<file path="config.mk">
export PLATFORM = sky130hd
export DESIGN_NAME = id_stage_flat
export DESIGN_NICKNAME = d
export VERILOG_FILES = /design/src/rtl/id_stage_if.sv /design/src/rtl/id_stage.sv /design/src/flat_wrapper.sv
export SDC_FILE = /design/constraint.sdc
export NUM_CORES = 1
export LEC_CHECK = 0
export CAP_MARGIN = 20
export CORE_MARGIN = 3
export CORE_UTILIZATION = 46
export DETAILED_ROUTE_END_ITERATION = 16
export PLACE_DENSITY = 0.84
export SLEW_MARGIN = 20
export SYNTH_ARGS = -nofsm -noshare
export SYNTH_HDL_FRONTEND = slang
export SYNTH_SLANG_ARGS = --single-unit
export TNS_END_PERCENT = 30
</file>
<file path="constraint.sdc">
create_clock -name clk -period 2.8 [get_ports clk]
set_clock_uncertainty 0.15 [all_clocks]
set_input_delay 0.42 -clock clk [delete_from_list [all_inputs] [get_ports clk]]
set_output_delay 0.42 -clock clk [all_outputs]
set_load 0.1 [all_outputs]
</file>
<file path="src/rtl/id_stage_if.sv">
// Bundle of fetch, memory-read and execute handshake signals around the decode stage.
// The master modport is the decode stage's view; slave is the surrounding pipeline.
interface id_stage_if #(
  parameter int DATA_W = 8,
  parameter int ADDR_W = 5
);
  localparam int INST_W = ADDR_W + 3;

  logic              inst_valid;
  logic              inst_ready;
  logic [INST_W-1:0] inst;
  logic [ADDR_W-1:0] pc;
  logic [DATA_W-1:0] resreg;

  logic              rmem_req;
  logic [ADDR_W-1:0] rmemaddr;
  logic              rmem_ack;
  logic [DATA_W-1:0] rmem_data;

  logic              out_valid;
  logic              out_ready;
  logic [DATA_W-1:0] val1;
  logic [DATA_W-1:0] val2;
  logic              wmem;
  logic [ADDR_W-1:0] wmemaddr;
  logic              wresreg;
  logic              wpc;
  logic [ADDR_W-1:0] pc_o;
  logic [ADDR_W-1:0] out_pc;
  logic              flush;

  modport master (
    input  inst_valid, inst, pc, resreg, rmem_ack, rmem_data, out_ready,
    output inst_ready, rmem_req, rmemaddr, out_valid, val1, val2, wmem, wmemaddr,
           wresreg, wpc, pc_o, out_pc, flush
  );

  modport slave (
    output inst_valid, inst, pc, resreg, rmem_ack, rmem_data, out_ready,
    input  inst_ready, rmem_req, rmemaddr, out_valid, val1, val2, wmem, wmemaddr,
           wresreg, wpc, pc_o, out_pc, flush
  );
endinterface

</file>
<file path="src/rtl/id_stage.sv">
// Single-slot instruction decode stage for the accumulator CPU: decodes, fetches memory
// operands, stalls on accumulator hazards and requests a fetch flush on jump handoff.
module id_stage #(
  parameter int DATA_W = 8,
  parameter int ADDR_W = 5
) (
  input logic        clk,
  input logic        reset_n,
  id_stage_if.master bus
);
  localparam int INST_W = ADDR_W + 3;

  typedef enum logic [1:0] {IDLE, MEM, HOLD} state_e;

  state_e state_q, state_d;

  logic [DATA_W-1:0] val1_q, val1_d, val2_q, val2_d;
  logic              wmem_q, wmem_d, wresreg_q, wresreg_d, wpc_q, wpc_d;
  logic [ADDR_W-1:0] wmemaddr_q, wmemaddr_d, pc_o_q, pc_o_d;
  logic [ADDR_W-1:0] rmemaddr_q, rmemaddr_d, out_pc_q, out_pc_d;

  logic [2:0]        op_s;
  logic [1:0]        op_l;
  logic [DATA_W-1:0] imm;
  logic [ADDR_W-1:0] addr;

  logic              dec_mem, dec_nop, dec_reads_acc;
  logic [DATA_W-1:0] dec_val1, dec_val2;
  logic              dec_wmem, dec_wresreg, dec_wpc;
  logic [ADDR_W-1:0] dec_wmemaddr, dec_pc_o, dec_rmemaddr;

  logic hazard, accept;

  assign op_s = bus.inst[INST_W-2 -: 3];
  assign op_l = bus.inst[INST_W-2 -: 2];
  assign imm  = DATA_W'(bus.inst[INST_W-5:0]);
  assign addr = bus.inst[ADDR_W-1:0];

  always_comb begin
    dec_mem       = 1'b0;
    dec_nop       = 1'b0;
    dec_reads_acc = 1'b0;
    dec_val1      = '0;
    dec_val2      = '0;
    dec_wmem      = 1'b0;
    dec_wresreg   = 1'b0;
    dec_wpc       = 1'b0;
    dec_wmemaddr  = '0;
    dec_pc_o      = '0;
    dec_rmemaddr  = '0;
    if (!bus.inst[INST_W-1]) begin
      case (op_s)
        3'b001: begin
          dec_val2    = imm;
          dec_wresreg = 1'b1;
        end
        3'b010: begin
          dec_val1      = bus.resreg;
          dec_val2      = imm;
          dec_wresreg   = 1'b1;
          dec_reads_acc = 1'b1;
        end
        default: dec_nop = 1'b1;
      endcase
    end else begin
      case (op_l)
        2'b00: begin
          dec_mem       = 1'b1;
          dec_val1      = bus.resreg;
          dec_wresreg   = 1'b1;
          dec_reads_acc = 1'b1;
          dec_rmemaddr  = addr;
        end
        2'b01: begin
          dec_mem      = 1'b1;
          dec_wresreg  = 1'b1;
          dec_rmemaddr = addr;
        end
        2'b10: begin
          dec_val2      = bus.resreg;
          dec_wmem      = 1'b1;
          dec_wmemaddr  = addr;
          dec_reads_acc = 1'b1;
        end
        default: begin
          dec_wpc  = 1'b1;
          dec_pc_o = addr;
        end
      endcase
    end
  end

  // A held accumulator writer blocks a reader until execute has committed it.
  assign hazard = (state_q == HOLD) && wresreg_q && bus.inst_valid && dec_reads_acc;
  assign accept = bus.inst_valid && bus.inst_ready;

  always_ff @(posedge clk) begin
    if (!reset_n) state_q <= IDLE;
    else          state_q <= state_d;
  end

  always_comb begin
    state_d = state_q;
    case (state_q)
      IDLE: if (accept) state_d = dec_nop ? IDLE : (dec_mem ? MEM : HOLD);
      MEM:  if (bus.rmem_ack) state_d = HOLD;
      HOLD: begin
        if (accept)             state_d = dec_nop ? IDLE : (dec_mem ? MEM : HOLD);
        else if (bus.out_ready) state_d = IDLE;
      end
      default: state_d = IDLE;
    endcase
  end

  always_comb begin
    bus.out_valid  = (state_q == HOLD);
    bus.rmem_req   = (state_q == MEM);
    bus.flush      = reset_n && (state_q == HOLD) && wpc_q && bus.out_ready;
    bus.inst_ready = 1'b0;
    if (reset_n) begin
      case (state_q)
        IDLE:    bus.inst_ready = 1'b1;
        HOLD:    bus.inst_ready = bus.out_ready && !wpc_q && !hazard;
        default: bus.inst_ready = 1'b0;
      endcase
    end
  end

  // Control bits clear on handoff so nothing stays asserted while the slot is empty.
  always_comb begin
    val1_d     = val1_q;
    val2_d     = val2_q;
    wmem_d     = wmem_q;
    wresreg_d  = wresreg_q;
    wpc_d      = wpc_q;
    wmemaddr_d = wmemaddr_q;
    pc_o_d     = pc_o_q;
    rmemaddr_d = rmemaddr_q;
    out_pc_d   = out_pc_q;
    if (accept) begin
      val1_d     = dec_val1;
      val2_d     = dec_val2;
      wmem_d     = dec_wmem;
      wresreg_d  = dec_wresreg;
      wpc_d      = dec_wpc;
      wmemaddr_d = dec_wmemaddr;
      pc_o_d     = dec_pc_o;
      rmemaddr_d = dec_rmemaddr;
      out_pc_d   = bus.pc;
    end else if (state_q == MEM && bus.rmem_ack) begin
      val2_d = bus.rmem_data;
    end else if (state_q == HOLD && bus.out_ready) begin
      wmem_d    = 1'b0;
      wresreg_d = 1'b0;
      wpc_d     = 1'b0;
    end
  end

  always_ff @(posedge clk) begin
    if (!reset_n) begin
      val1_q     <= '0;
      val2_q     <= '0;
      wmem_q     <= 1'b0;
      wresreg_q  <= 1'b0;
      wpc_q      <= 1'b0;
      wmemaddr_q <= '0;
      pc_o_q     <= '0;
      rmemaddr_q <= '0;
      out_pc_q   <= '0;
    end else begin
      val1_q     <= val1_d;
      val2_q     <= val2_d;
      wmem_q     <= wmem_d;
      wresreg_q  <= wresreg_d;
      wpc_q      <= wpc_d;
      wmemaddr_q <= wmemaddr_d;
      pc_o_q     <= pc_o_d;
      rmemaddr_q <= rmemaddr_d;
      out_pc_q   <= out_pc_d;
    end
  end

  assign bus.val1     = val1_q;
  assign bus.val2     = val2_q;
  assign bus.wmem     = wmem_q;
  assign bus.wresreg  = wresreg_q;
  assign bus.wpc      = wpc_q;
  assign bus.wmemaddr = wmemaddr_q;
  assign bus.pc_o     = pc_o_q;
  assign bus.rmemaddr = rmemaddr_q;
  assign bus.out_pc   = out_pc_q;
endmodule

</file>
<file path="src/flat_wrapper.sv">
// flat-port wrapper written by rule: the top's interface ports become plain ports
module id_stage_flat 
#(
  parameter int DATA_W = 8,
  parameter int ADDR_W = 5
)
  (clk, reset_n, bus_inst_valid, bus_inst, bus_pc, bus_resreg, bus_rmem_ack, bus_rmem_data, bus_out_ready, bus_inst_ready, bus_rmem_req, bus_rmemaddr, bus_out_valid, bus_val1, bus_val2, bus_wmem, bus_wmemaddr, bus_wresreg, bus_wpc, bus_pc_o, bus_out_pc, bus_flush);
  id_stage_if #(.DATA_W(DATA_W), .ADDR_W(ADDR_W)) bus_i ();
  input logic clk;
  input logic reset_n;
  input wire logic [$bits(bus_i.inst_valid)-1:0] bus_inst_valid;
  input wire logic [$bits(bus_i.inst)-1:0] bus_inst;
  input wire logic [$bits(bus_i.pc)-1:0] bus_pc;
  input wire logic [$bits(bus_i.resreg)-1:0] bus_resreg;
  input wire logic [$bits(bus_i.rmem_ack)-1:0] bus_rmem_ack;
  input wire logic [$bits(bus_i.rmem_data)-1:0] bus_rmem_data;
  input wire logic [$bits(bus_i.out_ready)-1:0] bus_out_ready;
  output wire logic [$bits(bus_i.inst_ready)-1:0] bus_inst_ready;
  output wire logic [$bits(bus_i.rmem_req)-1:0] bus_rmem_req;
  output wire logic [$bits(bus_i.rmemaddr)-1:0] bus_rmemaddr;
  output wire logic [$bits(bus_i.out_valid)-1:0] bus_out_valid;
  output wire logic [$bits(bus_i.val1)-1:0] bus_val1;
  output wire logic [$bits(bus_i.val2)-1:0] bus_val2;
  output wire logic [$bits(bus_i.wmem)-1:0] bus_wmem;
  output wire logic [$bits(bus_i.wmemaddr)-1:0] bus_wmemaddr;
  output wire logic [$bits(bus_i.wresreg)-1:0] bus_wresreg;
  output wire logic [$bits(bus_i.wpc)-1:0] bus_wpc;
  output wire logic [$bits(bus_i.pc_o)-1:0] bus_pc_o;
  output wire logic [$bits(bus_i.out_pc)-1:0] bus_out_pc;
  output wire logic [$bits(bus_i.flush)-1:0] bus_flush;
  assign bus_i.inst_valid = bus_inst_valid;
  assign bus_i.inst = bus_inst;
  assign bus_i.pc = bus_pc;
  assign bus_i.resreg = bus_resreg;
  assign bus_i.rmem_ack = bus_rmem_ack;
  assign bus_i.rmem_data = bus_rmem_data;
  assign bus_i.out_ready = bus_out_ready;
  assign bus_inst_ready = bus_i.inst_ready;
  assign bus_rmem_req = bus_i.rmem_req;
  assign bus_rmemaddr = bus_i.rmemaddr;
  assign bus_out_valid = bus_i.out_valid;
  assign bus_val1 = bus_i.val1;
  assign bus_val2 = bus_i.val2;
  assign bus_wmem = bus_i.wmem;
  assign bus_wmemaddr = bus_i.wmemaddr;
  assign bus_wresreg = bus_i.wresreg;
  assign bus_wpc = bus_i.wpc;
  assign bus_pc_o = bus_i.pc_o;
  assign bus_out_pc = bus_i.out_pc;
  assign bus_flush = bus_i.flush;
  id_stage #(.DATA_W(DATA_W), .ADDR_W(ADDR_W)) u_core (.clk(clk), .reset_n(reset_n), .bus(bus_i));
endmodule
</file>
==> metrics.txt <==
status completed; TritonRoute pass-1 iters 4; CTS resizes 0; Root Buffer clkbuf_8; top_reg_cell synth dfxtp_1; max-cap violations 0; Layout Area Growth over Synthesis 40.6%; Yosys warning count 0; worst hold path type reg -> reg; most frequent cells in the layout 47 x buf_4, 44 x nand2_1, 41 x dfxtp_1, 33 x clkdlybuf4s50_1, 27 x o21ai_0; Residual DRC 0; Final Net Count 326; Hold Path Depth 2; initial drt markers 324; Crit-path slowest cell clkdlybuf4s50_1; Setup crit end kind output port; total inserted antenna cells 0; Max Root-Sink Buffers 2; worst skew pair latency 0.29 ns; die width 71.0 um; largest net degree at the start of global routing 34; final wirelength 5330 um; Mapped Avg Cell Area 8.92 sq um; Pwr Density 501 mW/mm^2; Final Worst Setup Slack 0.277 ns; Max-slew headroom 61.9%; vias in the first global route 1804; Worst setup SP type input pin; Post-CTS Setup Bufs 0; grt ovf 0; Cell Area, Placed 0.00265 sq mm; VDD IR max 0.354 mV; Slew @ Worst Pin 0.570 ns; RSZ-0062 raised after global routing false; r2r worst-path depth 4; antenna violations before repair 0; Final Hold Viols 0; ANT nets after route 0; TNS Setup 0 ns; Worst R2R Start u_core.state_q[0]$_SDFFE_PN0P_; Period Utilization, post-route 90.1%; Clock Sinks 41; Vias 1862; cell family with most CP delay buffers and inverters; number of synthesized register bits 41; row count 23; die area 0.00505 sq mm; final instance area 0.00274 sq mm; Register Area 821 sq um; Post-synth ARST share 0%; Data required, critical path 2.23 ns; final worst path period need 2.52 ns; Cell variety after synth 46; Synth Area in XOR/XNOR 0.450%; Die Y 71.0 um; GRT Overall Usage 21.7%; Max Slew Vio Count 0; # H-tree levels 2; most common cell after layout, fill and taps aside buf_4; CP Depth 5; compound-gate portion of the synthesized area 20.0%; CP max FO 8; Synth area leaders dfxtp_1 42%, nand2_1 8.5%, o21ai_0 6.9%, mux2i_1 6.7%, nand4_1 3.5%; share of post-route cells with drive strength above 1 25.3%; Post-Synth Simple-Gate Area 22.4%; Seq/Total Area, Yosys 42.2%; first-pass GRT wire length 8780 um; crit path from bus_inst[7]; WL/cell 15.5 um; I/O pin total 77; Synth top area share 42.2%; clk slew on worst S/H paths 0.08 ns; final setup violation count 0; syn nets 252; adder-cell share of the synthesized area 0%; Multi-input gate area 0.00101 sq mm; Fmax 396 MHz; Port-buffer cells 76; Syn Std Cell Area 0.00195 sq mm; fillcell total 350; critical-path cell list clkdlybuf4s50_1 > nor4b_4 > o211a_4 > a21oi_2 > buf_12; TritonCTS clock tree done; gpl congestion 0.809; HPWL after DPL 3930 um; Hold Startpoint u_core.bus.val1[1]$_SDFFE_PN0N_; max incr delay on CP 0.55 ns; Syn Inst Count 218; Hold WS 0.310 ns; CTS Hold Bufs 0; number of flops mapped to enable cells by yosys 0; kind of critical path in -> out; Synth area leader dfxtp_1; Worst Path Buf+Inv 2; Worst EP arrival 1.95 ns; largest family of logic cells by synthesized area simple AND/OR/NAND/NOR gates; Core ar. 0.00403 sq mm; Lkg Pwr 0.00114 uW; mux share of post-synthesis cell area 9.00%; CTS buffer count 5; Starting Density 48.3%; DP Worst Slack 0.277 ns; routed vias/inst 5.43
[worst paths after layout]
path                            slack [ns]                         endpoint
worst max-delay path                  0.28                   bus_inst_ready
worst min-delay path                  0.31  u_core.bus.val1[1]$_SDFFE_PN0N_
worst max register to register        0.98  u_core.bus.val1[6]$_SDFFE_PN0N_
worst min register to register        0.31  u_core.bus.val1[1]$_SDFFE_PN0N_
[synthesized netlist by cell type (all sizes together), types with 2 or more instances]
cell / n
a221oi: 4
a22oi: 4
and2: 2
and2b: 2
and3: 2
buf: 9
clkbuf: 6
dfxtp: 41
inv: 9
mux2: 4
mux2i: 13
nand2: 45
nand3: 6
nand4: 11
nor2: 4
nor2b: 5
o211a: 2
o211ai: 6
o21ai: 27
[power breakdown]
group          internal (uW)  switching [uW]  total, uW
registers                604            13.0        617
clock network            172             208        380
logic                    113             260        373
total                    890             482       1370
[area by class of cell]
type	count	area share [%]
sequential	41	30.0
clock inverter	3	0.640
clock buffer	5	2.51
inverter	9	1.23
multi-input combinational	153	36.9
timing repair buffer	82	26.4
tap	50	2.29
[worst register-to-register path: stages, from the launching register on]
cell and delay, ns:
dfxtp_1 0.42, and2b_1 0.29, o211a_4 0.21, nor2_4 0.43, o21ai_0 0.19
[metrics by stage]
step	total power [uW]	utilization, %	instances
floorplan	886	-	218
global placement	1000	65.8	335
CTS	1380	67.9	343
global route	1420	67.9	343
finish	1370	67.9	343
detailed placement	1000	65.8	335
[sequential cells by signal (all words and copies together), names as in the netlist]
| signal | count |
|---|---|
| u_core.bus.val1 | 8 |
| u_core.bus.val2 | 8 |
| u_core.bus.out_pc | 5 |
| u_core.bus.pc_o | 5 |
| u_core.bus.rmemaddr | 5 |
| u_core.bus.wmemaddr | 5 |
| u_core.state_q | 2 |
| u_core.bus.wmem | 1 |
| u_core.bus.wpc | 1 |
| u_core.bus.wresreg | 1 |
[metal layers]
layer / global-route usage, % / wire length (um) / vias up
met5: 0 / 0 / -
met4: 6.68 / 55 / 0
met3: 5.68 / 377 / 4
met2: 35.0 / 2610 / 67
met1: 28.4 / 2280 / 870
li1: - / - / 921
[cell families after synthesis]
kind of cell | count (synthesis)
xor gates and xnor gates | 1
DFF | 41
AOI/OAI and AO/OA | 52
muxes | 17
buffers and inverters | 24
and+or+nand+nor | 83
Power figures use the tool's default switching activity.
